### src/rtl/parallel_to_serial_transmitter.sv
// parallel_to_serial_transmitter: sends one parallel word per frame on a single
// idle-high line as start bit, data LSB first, optional parity bit, stop bit.
//
// Build option: define PARITY_EN to insert an even-parity bit after the data.
//
// Ports:
//   clk        in   1      clock, rising edge
//   clear_n    in   1      asynchronous active-low reset
//   enable     in   1      1 = run, 0 = freeze all state and outputs
//   in         in   WIDTH  parallel word, sampled on the load handshake
//   load_valid in   1      upstream offers a word
//   load_ready out  1      idle, enabled and out of reset
//   serial_out out  1      serial line, idle high
//   busy       out  1      frame in progress
//   done       out  1      pulse on the last cycle of the stop bit
module parallel_to_serial_transmitter #(
    parameter int WIDTH      = 8,
    parameter int BIT_CYCLES = 4
) (
    input  logic             clk,
    input  logic             clear_n,
    input  logic             enable,
    input  logic [WIDTH-1:0] in,
    input  logic             load_valid,
    output logic             load_ready,
    output logic             serial_out,
    output logic             busy,
    output logic             done
);

    localparam int CW = (BIT_CYCLES > 1) ? $clog2(BIT_CYCLES) : 1;
    localparam int BW = (WIDTH > 1) ? $clog2(WIDTH) : 1;

    typedef enum logic [2:0] {
        IDLE,
        START,
        DATA,
        PARITY,
        STOP
    } state_t;

    state_t           state;
    logic [CW-1:0]    cyc;
    logic [BW-1:0]    bitc;
    logic [WIDTH-1:0] shift;
    logic [WIDTH-1:0] shift_nxt;
    logic             done_r;
    logic             cyc_last;
    logic             cyc_pen;
    logic             bit_last;
`ifdef PARITY_EN
    logic             parity_bit;
`endif

    assign shift_nxt = shift >> 1;
    assign cyc_last  = (cyc == CW'(BIT_CYCLES - 1));
    // Second-to-last cycle of a bit; never matches when BIT_CYCLES is 1.
    assign cyc_pen   = (BIT_CYCLES > 1) && (cyc == CW'(BIT_CYCLES - 2));
    assign bit_last  = (bitc == BW'(WIDTH - 1));

    assign load_ready = clear_n && enable && (state == IDLE);
    // A frozen transmitter must not report completion.
    assign done       = done_r && enable;

    // Outputs are registered for the state being entered, so each takes
    // effect on the same edge as the state change.
    always_ff @(posedge clk or negedge clear_n) begin
        if (!clear_n) begin
            state      <= IDLE;
            cyc        <= '0;
            bitc       <= '0;
            shift      <= '0;
            serial_out <= 1'b1;
            busy       <= 1'b0;
            done_r     <= 1'b0;
`ifdef PARITY_EN
            parity_bit <= 1'b0;
`endif
        end else if (enable) begin
            done_r <= 1'b0;
            unique case (state)
                IDLE: begin
                    if (load_valid) begin
                        shift      <= in;
`ifdef PARITY_EN
                        parity_bit <= ^in;
`endif
                        state      <= START;
                        cyc        <= '0;
                        bitc       <= '0;
                        serial_out <= 1'b0;
                        busy       <= 1'b1;
                    end
                end
                START: begin
                    if (cyc_last) begin
                        state      <= DATA;
                        cyc        <= '0;
                        bitc       <= '0;
                        serial_out <= shift[0];
                    end else begin
                        cyc <= cyc + 1'b1;
                    end
                end
                DATA: begin
                    if (cyc_last) begin
                        cyc   <= '0;
                        shift <= shift_nxt;
                        if (bit_last) begin
                            bitc <= '0;
`ifdef PARITY_EN
                            state      <= PARITY;
                            serial_out <= parity_bit;
`else
                            state      <= STOP;
                            serial_out <= 1'b1;
                            done_r     <= (BIT_CYCLES == 1);
`endif
                        end else begin
                            bitc       <= bitc + 1'b1;
                            serial_out <= shift_nxt[0];
                        end
                    end else begin
                        cyc <= cyc + 1'b1;
                    end
                end
                PARITY: begin
                    if (cyc_last) begin
                        state      <= STOP;
                        cyc        <= '0;
                        serial_out <= 1'b1;
                        done_r     <= (BIT_CYCLES == 1);
                    end else begin
                        cyc <= cyc + 1'b1;
                    end
                end
                STOP: begin
                    if (cyc_last) begin
                        state      <= IDLE;
                        cyc        <= '0;
                        serial_out <= 1'b1;
                        busy       <= 1'b0;
                    end else begin
                        cyc    <= cyc + 1'b1;
                        done_r <= cyc_pen;
                    end
                end
                default: begin
                    state      <= IDLE;
                    cyc        <= '0;
                    bitc       <= '0;
                    serial_out <= 1'b1;
                    busy       <= 1'b0;
                end
            endcase
        end
    end

endmodule
### config.mk
export PLATFORM = sky130hd
export DESIGN_NAME = parallel_to_serial_transmitter
export DESIGN_NICKNAME = d
export VERILOG_FILES = /design/src/rtl/parallel_to_serial_transmitter.sv
export SDC_FILE = /design/constraint.sdc
export NUM_CORES = 1
export LEC_CHECK = 0
export BUFFER_PORTS_ARGS = -buffer_cell sky130_fd_sc_hd__buf_2
export CORE_MARGIN = 4
export CORE_UTILIZATION = 60
export DETAILED_ROUTE_END_ITERATION = 8
export HOLD_SLACK_MARGIN = 0.1
export MAX_ROUTING_LAYER = met4
export PLACE_DENSITY_LB_ADDON = 0.2
export SLEW_MARGIN = 25
export SYNTH_ARGS = -nofsm -noshare
export SYNTH_HDL_FRONTEND = slang
export SYNTH_SLANG_ARGS = --single-unit
### constraint.sdc
create_clock -name clk -period 3.95 [get_ports clk]
set_input_delay 0.395 -clock clk [delete_from_list [all_inputs] [get_ports clk]]
set_output_delay 0.395 -clock clk [all_outputs]
set_load 0.02 [all_outputs]
**Yosys cells after proc, flatten, opt, wreduce, memory -nomap -nowiden**

Index checks and enable logic that the tools add are counted.

- Output and inout port bits: 4
- Register bits: 19
- Input bits: 12
- Word-level logic and storage cells: 67

- Bitwise gates (word level): 2
- Reduce and logical (&&, ||, !) cells: 14
- Eq/ne operators: 14
- Multiplexer cells: 28
- Add/subtract/negate cells: 2

Operator list:

| kind | number |
|---|---|
| 2-to-1 mux 3 bit | 9 |
| 2-to-1 mux 8 bit | 2 |
| one-hot mux 8 bit (2 select lines) | 1 |
| one-hot mux 3 bit (5 select lines) | 1 |
| inequality test 2 bit, second input constant | 6 |
| one-hot mux 3 bit (4 select lines) | 1 |
| AND reduction 5 bit | 2 |
| 2-to-1 mux 1 bit | 9 |
| AND reduction 4 bit | 2 |
| AND reduction 7 bit | 1 |
| == test 3 x 2 -> 1 bit, second input constant | 2 |
| == test 3 bit, second input constant | 2 |
| == test 2 bit, second input constant | 2 |
| 2-to-1 mux 2 bit | 2 |
| one-hot mux 1 bit (4 select lines) | 1 |
| one-hot mux 2 bit (2 select lines) | 1 |
| OR reduction 4 bit | 1 |
| adder 3 x 1 -> 3 bit, second input constant | 1 |
| == test 3 x 1 -> 1 bit, second input constant | 1 |
| logical AND 1 bit | 3 |
| zero test 3 bit | 1 |
| one-hot mux 1 bit (3 select lines) | 1 |
| OR reduction 3 bit | 1 |
| adder 2 x 1 -> 2 bit, second input constant | 1 |
| 5 further kinds | 6 |

**Depth between registers and ports, before layout**

Gate-level depths: netlist (run 1).

- Depth in word-level cells: 4
- Mapped depth: 5
- Gate-level depth less buffers: 5

**Worst setup path before layout (run 1)**

No wires, ideal clock.

- Kind: register -> register
- Start point: register cyc[0]
- End point: register bitc[0]
- Required time: 3.823 ns
- Setup time: 0.127 ns
- Clock period less this slack: 1.784 ns
- Arrival: 1.657 ns
- Cell stages (with the launch flop): 6
- Path buffers: 1
- Setup slack: 2.166 ns
- Cells stage by stage: dfrtp_1 -> ha_1 -> buf_2 -> and3b_1 -> o41ai_2 -> mux2_1

- Cells in the longest elaborated chain, start to end: 3
- Elaborated cells between the ends (all ways): 4
- Those cells by class: eq/ne (3); reduce/logical (1)

RTL lines:

| item | line | text |
|---|---|---|
| start, declared | 43 | `logic [CW-1:0] cyc;` |
| start signal, assigned | 102 | `cyc <= cyc + 1'b1;` |
| start signal, assigned | 124 | `cyc <= cyc + 1'b1;` |
| start signal, assigned | 134 | `cyc <= cyc + 1'b1;` |
| == test 2 bit (*) | 56 | `assign cyc_last = (cyc == CW'(BIT_CYCLES - 1));` |
| inequality test 2 bit (no line) | -- |  |
| AND reduction 5 bit (no line) (*) | -- |  |
| end signal, assigned | 120 | `bitc <= bitc + 1'b1;` |
| end, declared | 44 | `logic [BW-1:0] bitc;` |

Every way passes the cells marked *; elsewhere a longest branch is shown, timed or not.
A chain may end at the register's enable or synchronous reset.

**Worst setup path in the final report (run 1)**

- Start point: input port clear_n
- End point: output port load_ready

- Cells in the longest elaborated chain, start to end: 2

RTL lines:

| item | line | text |
|---|---|---|
| start, declared | 21 | `input logic clear_n,` |
| logical AND 1 bit (2 in series) | 61 | `assign load_ready = clear_n && enable && (state == IDLE);` |
| end, declared | 25 | `output logic load_ready,` |

Every way passes these cells.

==> results of run 1 <==
## layout make-up
| class | instances | share of cell area (%) |
|---|---|---|
| well taps | 25 | 2.48 |
| clock buffers | 3 | 1.79 |
| multi-input cells | 69 | 47.8 |
| inverters | 8 | 2.38 |
| repair buffers | 17 | 7.34 |
| flip-flops and latches | 19 | 37.8 |
| clock inverters | 1 | 0.397 |
## flip-flops by register name (all words and copies together) (netlist names)
signal and cells:
shift 8, busy 1, bitc 3, done_r 1, cyc 2, state 3
serial_out 1
## layer usage
layer | part of all wire [%] | routed length, um | track usage [%] | up-vias
met2 | 52 | 1070 | 28.5 | 8
met4 | 0.63 | 13 | 7.86 | 0
li1 | - | - | - | 409
met1 | 45 | 936 | 21.8 | 381
met3 | 2.0 | 41 | 3.44 | 2
met5 | 0 | 0 | - | -
## metrics by stage
step           area, um2  total power, mW
3_3_place_gp        1220            0.653
3_5_place_dp        1220            0.673
6_report            1260            0.763
4_1_cts             1260            0.773
5_1_grt             1260            0.827
2_1_floorplan       1170            0.617
## power groups by stage
stage	clock network, mW	logic (mW)	registers [mW]
3_5_place_dp	0	0.297	0.375
2_1_floorplan	0	0.288	0.328
5_1_grt	0.111	0.330	0.386
3_3_place_gp	0	0.284	0.368
6_report	0.0965	0.295	0.371
4_1_cts	0.103	0.300	0.370
## final timing paths
path	from	endpoint	slack, ns	cells after the start
hold reg to reg	shift[7]	shift[7]	0.51	1
setup reg to reg	cyc[0]	bitc[1]	2.03	4
setup / recovery	clear_n	load_ready	1.84	4
max in group asynchronous	clear_n	serial_out	3.05	2
hold / removal	in[0]	shift[0]	0.45	3
min in group asynchronous	clear_n	shift[5]	0.56	2
## layout by cell type, fill, tap and decap left out, types with 2 or more instances in the layout
cell type and n:
dfrtp_1 18, mux2_2 16, buf_2 15, inv_1 8, nand2_1 4, ha_1 4, nor3b_1 3, o22ai_1 3
o21a_1 3, and3b_1 3, clkbuf_4 3, nor2_1 2, and4b_1 2, o21ai_0 2, o31ai_1 2, mux2i_1 2
nor3_1 2, a22oi_1 2, o221ai_1 2, a21oi_1 2, mux2_1 2
## critical path: stages
cell	delay (ns)
dlygate4sd3_1	0.52
buf_2	0.39
and4b_1	0.25
buf_2	0.16
## Yosys cell counts (2+ instances only)
| library cell | number |
|---|---|
| dfrtp_1 | 18 |
| mux2_2 | 16 |
| inv_1 | 8 |
| buf_2 | 4 |
| clkbuf_1 | 4 |
| ha_1 | 4 |
| nand2_1 | 4 |
| and3b_1 | 3 |
| nor3b_1 | 3 |
| o21a_1 | 3 |
| o22ai_1 | 3 |
| a21oi_1 | 2 |
| a22oi_1 | 2 |
| and4b_1 | 2 |
| buf_6 | 2 |
| mux2_1 | 2 |
| mux2i_1 | 2 |
| nor2_1 | 2 |
| nor3_1 | 2 |
| o21ai_0 | 2 |
| o221ai_1 | 2 |
| o31ai_1 | 2 |
## kinds of logic (layout without fill, tap and decap cells)
family,count (synthesis),in the layout,synth area share [%]
and+or+nand+nor,24,24,14.9
muxes,20,20,19.1
adders and majority gates,4,4,4.29
DFF,19,19,40.8
AOI/OAI and AO/OA,21,21,13.4
buffers and inverters,18,29,7.50
## repair_timing
item / 4_1_cts / 5_1_grt
hold buffers: 1 / 0
setup buffers: 0 / 0
endpoints found under the hold margin: 18 / 0
==> flow_summary.json, run 1 <==
{
  "outcome": "finished, final reports clean",
  "gp_congestion": 0.799,
  "ctsResizeCount": 0,
  "htreeDepth": 1,
  "path_max_fanout": 20,
  "power.density_mw_per_mm2": 605,
  "finalSetupTns_ns": 0,
  "n_fill_cell": 133,
  "internal_power_mw": 0.478,
  "synth-edff-count": 0,
  "ys_async_sr_fraction_pct": 100,
  "multiInputGateArea_um2": 603,
  "die_x_um": 52.1,
  "cts_made_buffers": 3,
  "synth-warning-count": 0,
  "rsz0062_at_grt": "no",
  "drive_gt1_share_pct": 33.3,
  "antenna_left": 0,
  "start_kind": "input pin",
  "worstSetupPathType": "input pin to primary output",
  "drc": 0,
  "min_period_ns": 2.11,
  "first_pass_iters": 4,
  "clk_path_buf_depth": 2,
  "cts-root-buf": "clkbuf_4",
  "num_rows": 15,
  "antennaDiodeCount": 0,
  "ys_top_cells_by_area": "dfrtp_1 (39%), mux2_2 (15%), ha_1 (4.3%), inv_1 (2.6%), dfstp_2 (2.3%)",
  "synthDistinctLibCells": 36,
  "cts_sinks": 19,
  "ir_worst_vdd_mv": 0.386,
  "clk_pin_slew_worst_paths_ns": 0.10,
  "via_per_inst": 5.63,
  "leakage_nw": 0.589,
  "grtUsageTotal_pct": 17.8,
  "initial_core_util_pct": 65.5,
  "whs_ns": 0.455,
  "port_buffers": 15,
  "clock.fmax_ghz": 0.474,
  "syn_to_final_growth_pct": 8.04,
  "pwr-share-seq_pct": 48.7,
  "cts_tree": "yes",
  "hold_viol": 0,
  "clkPwrFrac_pct": 12.7,
  "power.switching_mw": 0.285,
  "wl_um": 2060,
  "drv_slew": 0,
  "drt_iter0_markers": 11,
  "regArea_um2": 477,
  "synth_cells": 106,
  "avgSynthCellArea_um2": 11.0,
  "vias": 800,
  "finalSetupViolations": 0,
  "switching_share_pct": 37.3,
  "grt_overflow": 0,
  "boundaryPins": 16,
  "synthFlopType": "dfrtp_1",
  "critPathArrivalTime_ns": 1.72,
  "grt_max_degree": 21,
  "clk_latency_ns": 0.29,
  "antenna_found_initial": 0,
  "syn-cell-area_mm2": 0.00117,
  "die_height_um": 52.1,
  "finalCritPeriodShare_pct": 53.4,
  "synth_fp_nets": 122,
  "dp_hpwl_um": 1460,
  "required_ns": 3.56,
  "worst_slack_ns": 1.84,
  "max_slew_margin_pct": 61.3,
  "post-route-util_pct": 70.7,
  "synth-seq-area-share_pct": 40.8,
  "skew_ns": 0.000687,
  "maxCapViolations": 0,
  "grt_pass1_vias": 767,
  "worstMarginPinSlew_ns": 0.581,
  "avgRoutedWirePerCell_um": 14.5,
  "ys_seq_elements": 19,
  "coreArea_mm2": 0.00178,
  "hold_path.class": "input pin to flip-flop",
  "final_nets": 134,
  "p_comb_share_pct": 38.7,
  "instances_no_fill": 142,
  "synth_largest_area_cell": "dfrtp_1",
  "grt_pass1_wl_um": 3430,
  "dp.cells": 137,
  "synth_top_area_share_pct": 38.6,
  "dp_slack_ns": 2.03,
  "endpoint_kind": "primary output",
  "die_area_mm2": 0.00272
}
Note: power is estimated with default switching activity, not from simulation.
==> inputs of run 2 (changes only) <==
Settings changed: ABC_AREA set to 1, CORE_UTILIZATION 60 to 50.
Clock period 3.95 ns to 1.9 ns, I/O delays scaled along.
==> flow_summary.json, run 2 <==
{
  "outcome": "finished, final reports clean",
  "synth_fa_ha_area_share_pct": 4.35,
  "critPathArrivalTime_ns": 1.51,
  "leakage_nw": 0.687,
  "n_fill_cell": 212,
  "syn_to_final_growth_pct": 11.0,
  "drive_gt1_share_pct": 25.2,
  "post-cts-setup-buffers": 0,
  "start_kind": "flip-flop",
  "synth_compound_area_share_pct": 9.89,
  "clock.fmax_ghz": 0.587,
  "maxCapViolations": 0,
  "initial_core_util_pct": 52.0,
  "endpoint_kind": "primary output",
  "clk_path_buf_depth": 2,
  "max_slew_margin_pct": 78.4,
  "grt_max_degree": 20,
  "cts-root-buf": "clkbuf_4",
  "antenna_found_initial": 0,
  "grt_pass1_vias": 920,
  "ys_seq_elements": 19,
  "coreArea_mm2": 0.00221,
  "synth_xor_area_share_pct": 0,
  "placed_area_mm2": 0.00124,
  "cts_tree": "yes",
  "synth_top_family_by_area": "simple AND/OR/NAND/NOR gates",
  "timing.rr.start": "state[0]",
  "ir_worst_vdd_mv": 0.703,
  "critPathLaunch": "state[0]",
  "top_register": "shift",
  "avgRoutedWirePerCell_um": 10.9,
  "min_period_ns": 1.70,
  "synth-edff-count": 0,
  "yosys.area_share.simple_pct": 36.8,
  "boundaryPins": 16,
  "power_mw": 1.86,
  "avgSynthCellArea_um2": 7.94,
  "port_buffers": 15,
  "via_per_inst": 4.84,
  "final_cell_mix": "nand2_1 (44), dfrtp_1 (18), buf_2 (15), inv_1 (12), o21ai_1 (10)",
  "final_area_mm2": 0.00128,
  "clk_pin_slew_worst_paths_ns": 0.10,
  "synthFlopType": "dfrtp_1",
  "finalSetupTns_ns": 0,
  "hold_viol": 0,
  "antenna_left": 0,
  "synth_largest_area_cell": "dfrtp_1",
  "first_pass_iters": 2,
  "hold_start": "in[7]",
  "final_nets": 180,
  "reg2reg_slack_ns": 0.40,
  "synth_fp_nets": 161,
  "syn-cell-area_mm2": 0.00115,
  "grt_pass1_wl_um": 3900,
  "hold_path.class": "input pin to flip-flop",
  "synthMostInstantiatedCell": "nand2_1",
  "worstMarginPinSlew_ns": 0.324,
  "required_ns": 1.71,
  "drv_slew": 0,
  "grtUsageTotal_pct": 15.7,
  "die_area_mm2": 0.00313,
  "wl_um": 2090,
  "power.density_mw_per_mm2": 1460,
  "vias": 925,
  "final_common_cell": "nand2_1",
  "skew_ns": 0.000785,
  "synth_top_area_share_pct": 39.1,
  "finalSetupViolations": 0,
  "cts_sinks": 19,
  "clk_latency_ns": 0.29,
  "grt_overflow": 0,
  "drt_iter0_markers": 19,
  "htreeDepth": 1,
  "die_height_um": 56.0,
  "cts_made_buffers": 3,
  "muxShareOfSynthArea_pct": 0,
  "synthDistinctLibCells": 26,
  "dp_hpwl_um": 1600,
  "finalCritPeriodShare_pct": 89.6,
  "path_max_fanout": 7,
  "synth-warning-count": 0,
  "synth-seq-area-share_pct": 41.4,
  "antennaDiodeCount": 0,
  "largest_reg_flops": 8,
  "ys_top_cells_by_area": "dfrtp_1 (39%), nand2_1 (14%), ha_1 (4.3%), o21ai_1 (4.3%), nand3_1 (3.9%)",
  "ys_async_sr_fraction_pct": 100,
  "num_rows": 17,
  "gp_congestion": 0.803,
  "synth_cells": 145,
  "yosys-top-cells-count": "nand2_1 (44), dfrtp_1 (18), inv_1 (12), o21ai_1 (10), nand3_1 (9)",
  "top_regs": "shift x8, bitc x3, state x3",
  "rsz0062_at_grt": "no",
  "die_x_um": 56.0,
  "drc": 0,
  "worstSetupPathType": "flip-flop to primary output"
}
==> run 2: changes by cell type after synthesis, sizes merged, moves of 3 or more <==
cell    delta
and3b      -3
buf        -3
clkbuf     -4
inv        +7
mux2      -18
nand2     +43
nand3     +10
nor2      +11
nor3b      -3
o21a       -3
o21ai     +18
or2        +7
==> run 2: area by class of cell <==
| type | count | area [um2] | area share, % |
|---|---|---|---|
| multi-input combinational | 108 | 588 | 46.0 |
| sequential | 19 | 477 | 37.3 |
| timing repair buffer | 17 | 92.6 | 7.25 |
| inverter | 15 | 58.8 | 4.60 |
| tap | 28 | 35.0 | 2.74 |
| clock buffer | 4 | 26.3 | 2.06 |
==> run 2: worst paths after layout <==
kind / to / cells after the start
worst min-delay path: shift[7] / 3
worst min register to register: serial_out / 2
min in group asynchronous: done_r / 3
worst max register to register: shift[2] / 7
worst max-delay path: load_ready / 5
max in group asynchronous: serial_out / 3
==> run 2: worst max-delay path, cell delays in order, from the launching register on <==
cell and delay (ns):
dfrtp_1 0.51, nor2_2 0.21, inv_1 0.07, nor2_1 0.12, and3_1 0.15, buf_2 0.15
==> run 2: what timing repair did <==
item / CTS / global route
endpoints found under the hold margin: 19 / 0
hold buffers: 1 / 0
resized for setup: 0 / 0
==> run 2: through the flow <==
| step | utilization [%] | hold WS, ns | worst slack [ns] | instances |
|---|---|---|---|---|
| after floorplan | - | -0.106 | 0.598 | 145 |
| after global placement | 56.1 | 0.176 | 0.451 | 186 |
| after detailed placement | 56.1 | 0.180 | 0.407 | 186 |
| after CTS | 57.7 | 0.138 | 0.175 | 191 |
| after global routing | 57.7 | 0.136 | 0.0603 | 191 |
| final | 57.7 | 0.148 | 0.197 | 191 |
==> run 2: power by group <==
| part | switching, mW | total, mW | leakage (nW) | internal [mW] |
|---|---|---|---|---|
| Sequential | 0.136 | 0.707 | 0.241 | 0.571 |
| Combinational | 0.610 | 0.950 | 0.431 | 0.340 |
| Clock | 0.120 | 0.202 | 0.0150 | 0.0817 |
==> run 2: cell families after synthesis <==
group | after synthesis
AOI/OAI and AO/OA | 21
DFF | 19
and+or+nand+nor | 83
buffers and inverters | 18
adders and majority gates | 4
==> run 2: routing by layer <==
metal | track usage [%] | up-vias | wire (um) | share of wire [%]
met4 | 4.07 | 0 | 27 | 1.3
met2 | 25.4 | 15 | 1010 | 48
met5 | - | - | 0 | 0
met3 | 2.78 | 4 | 71 | 3.4
met1 | 20.2 | 402 | 981 | 47
li1 | - | 504 | - | -
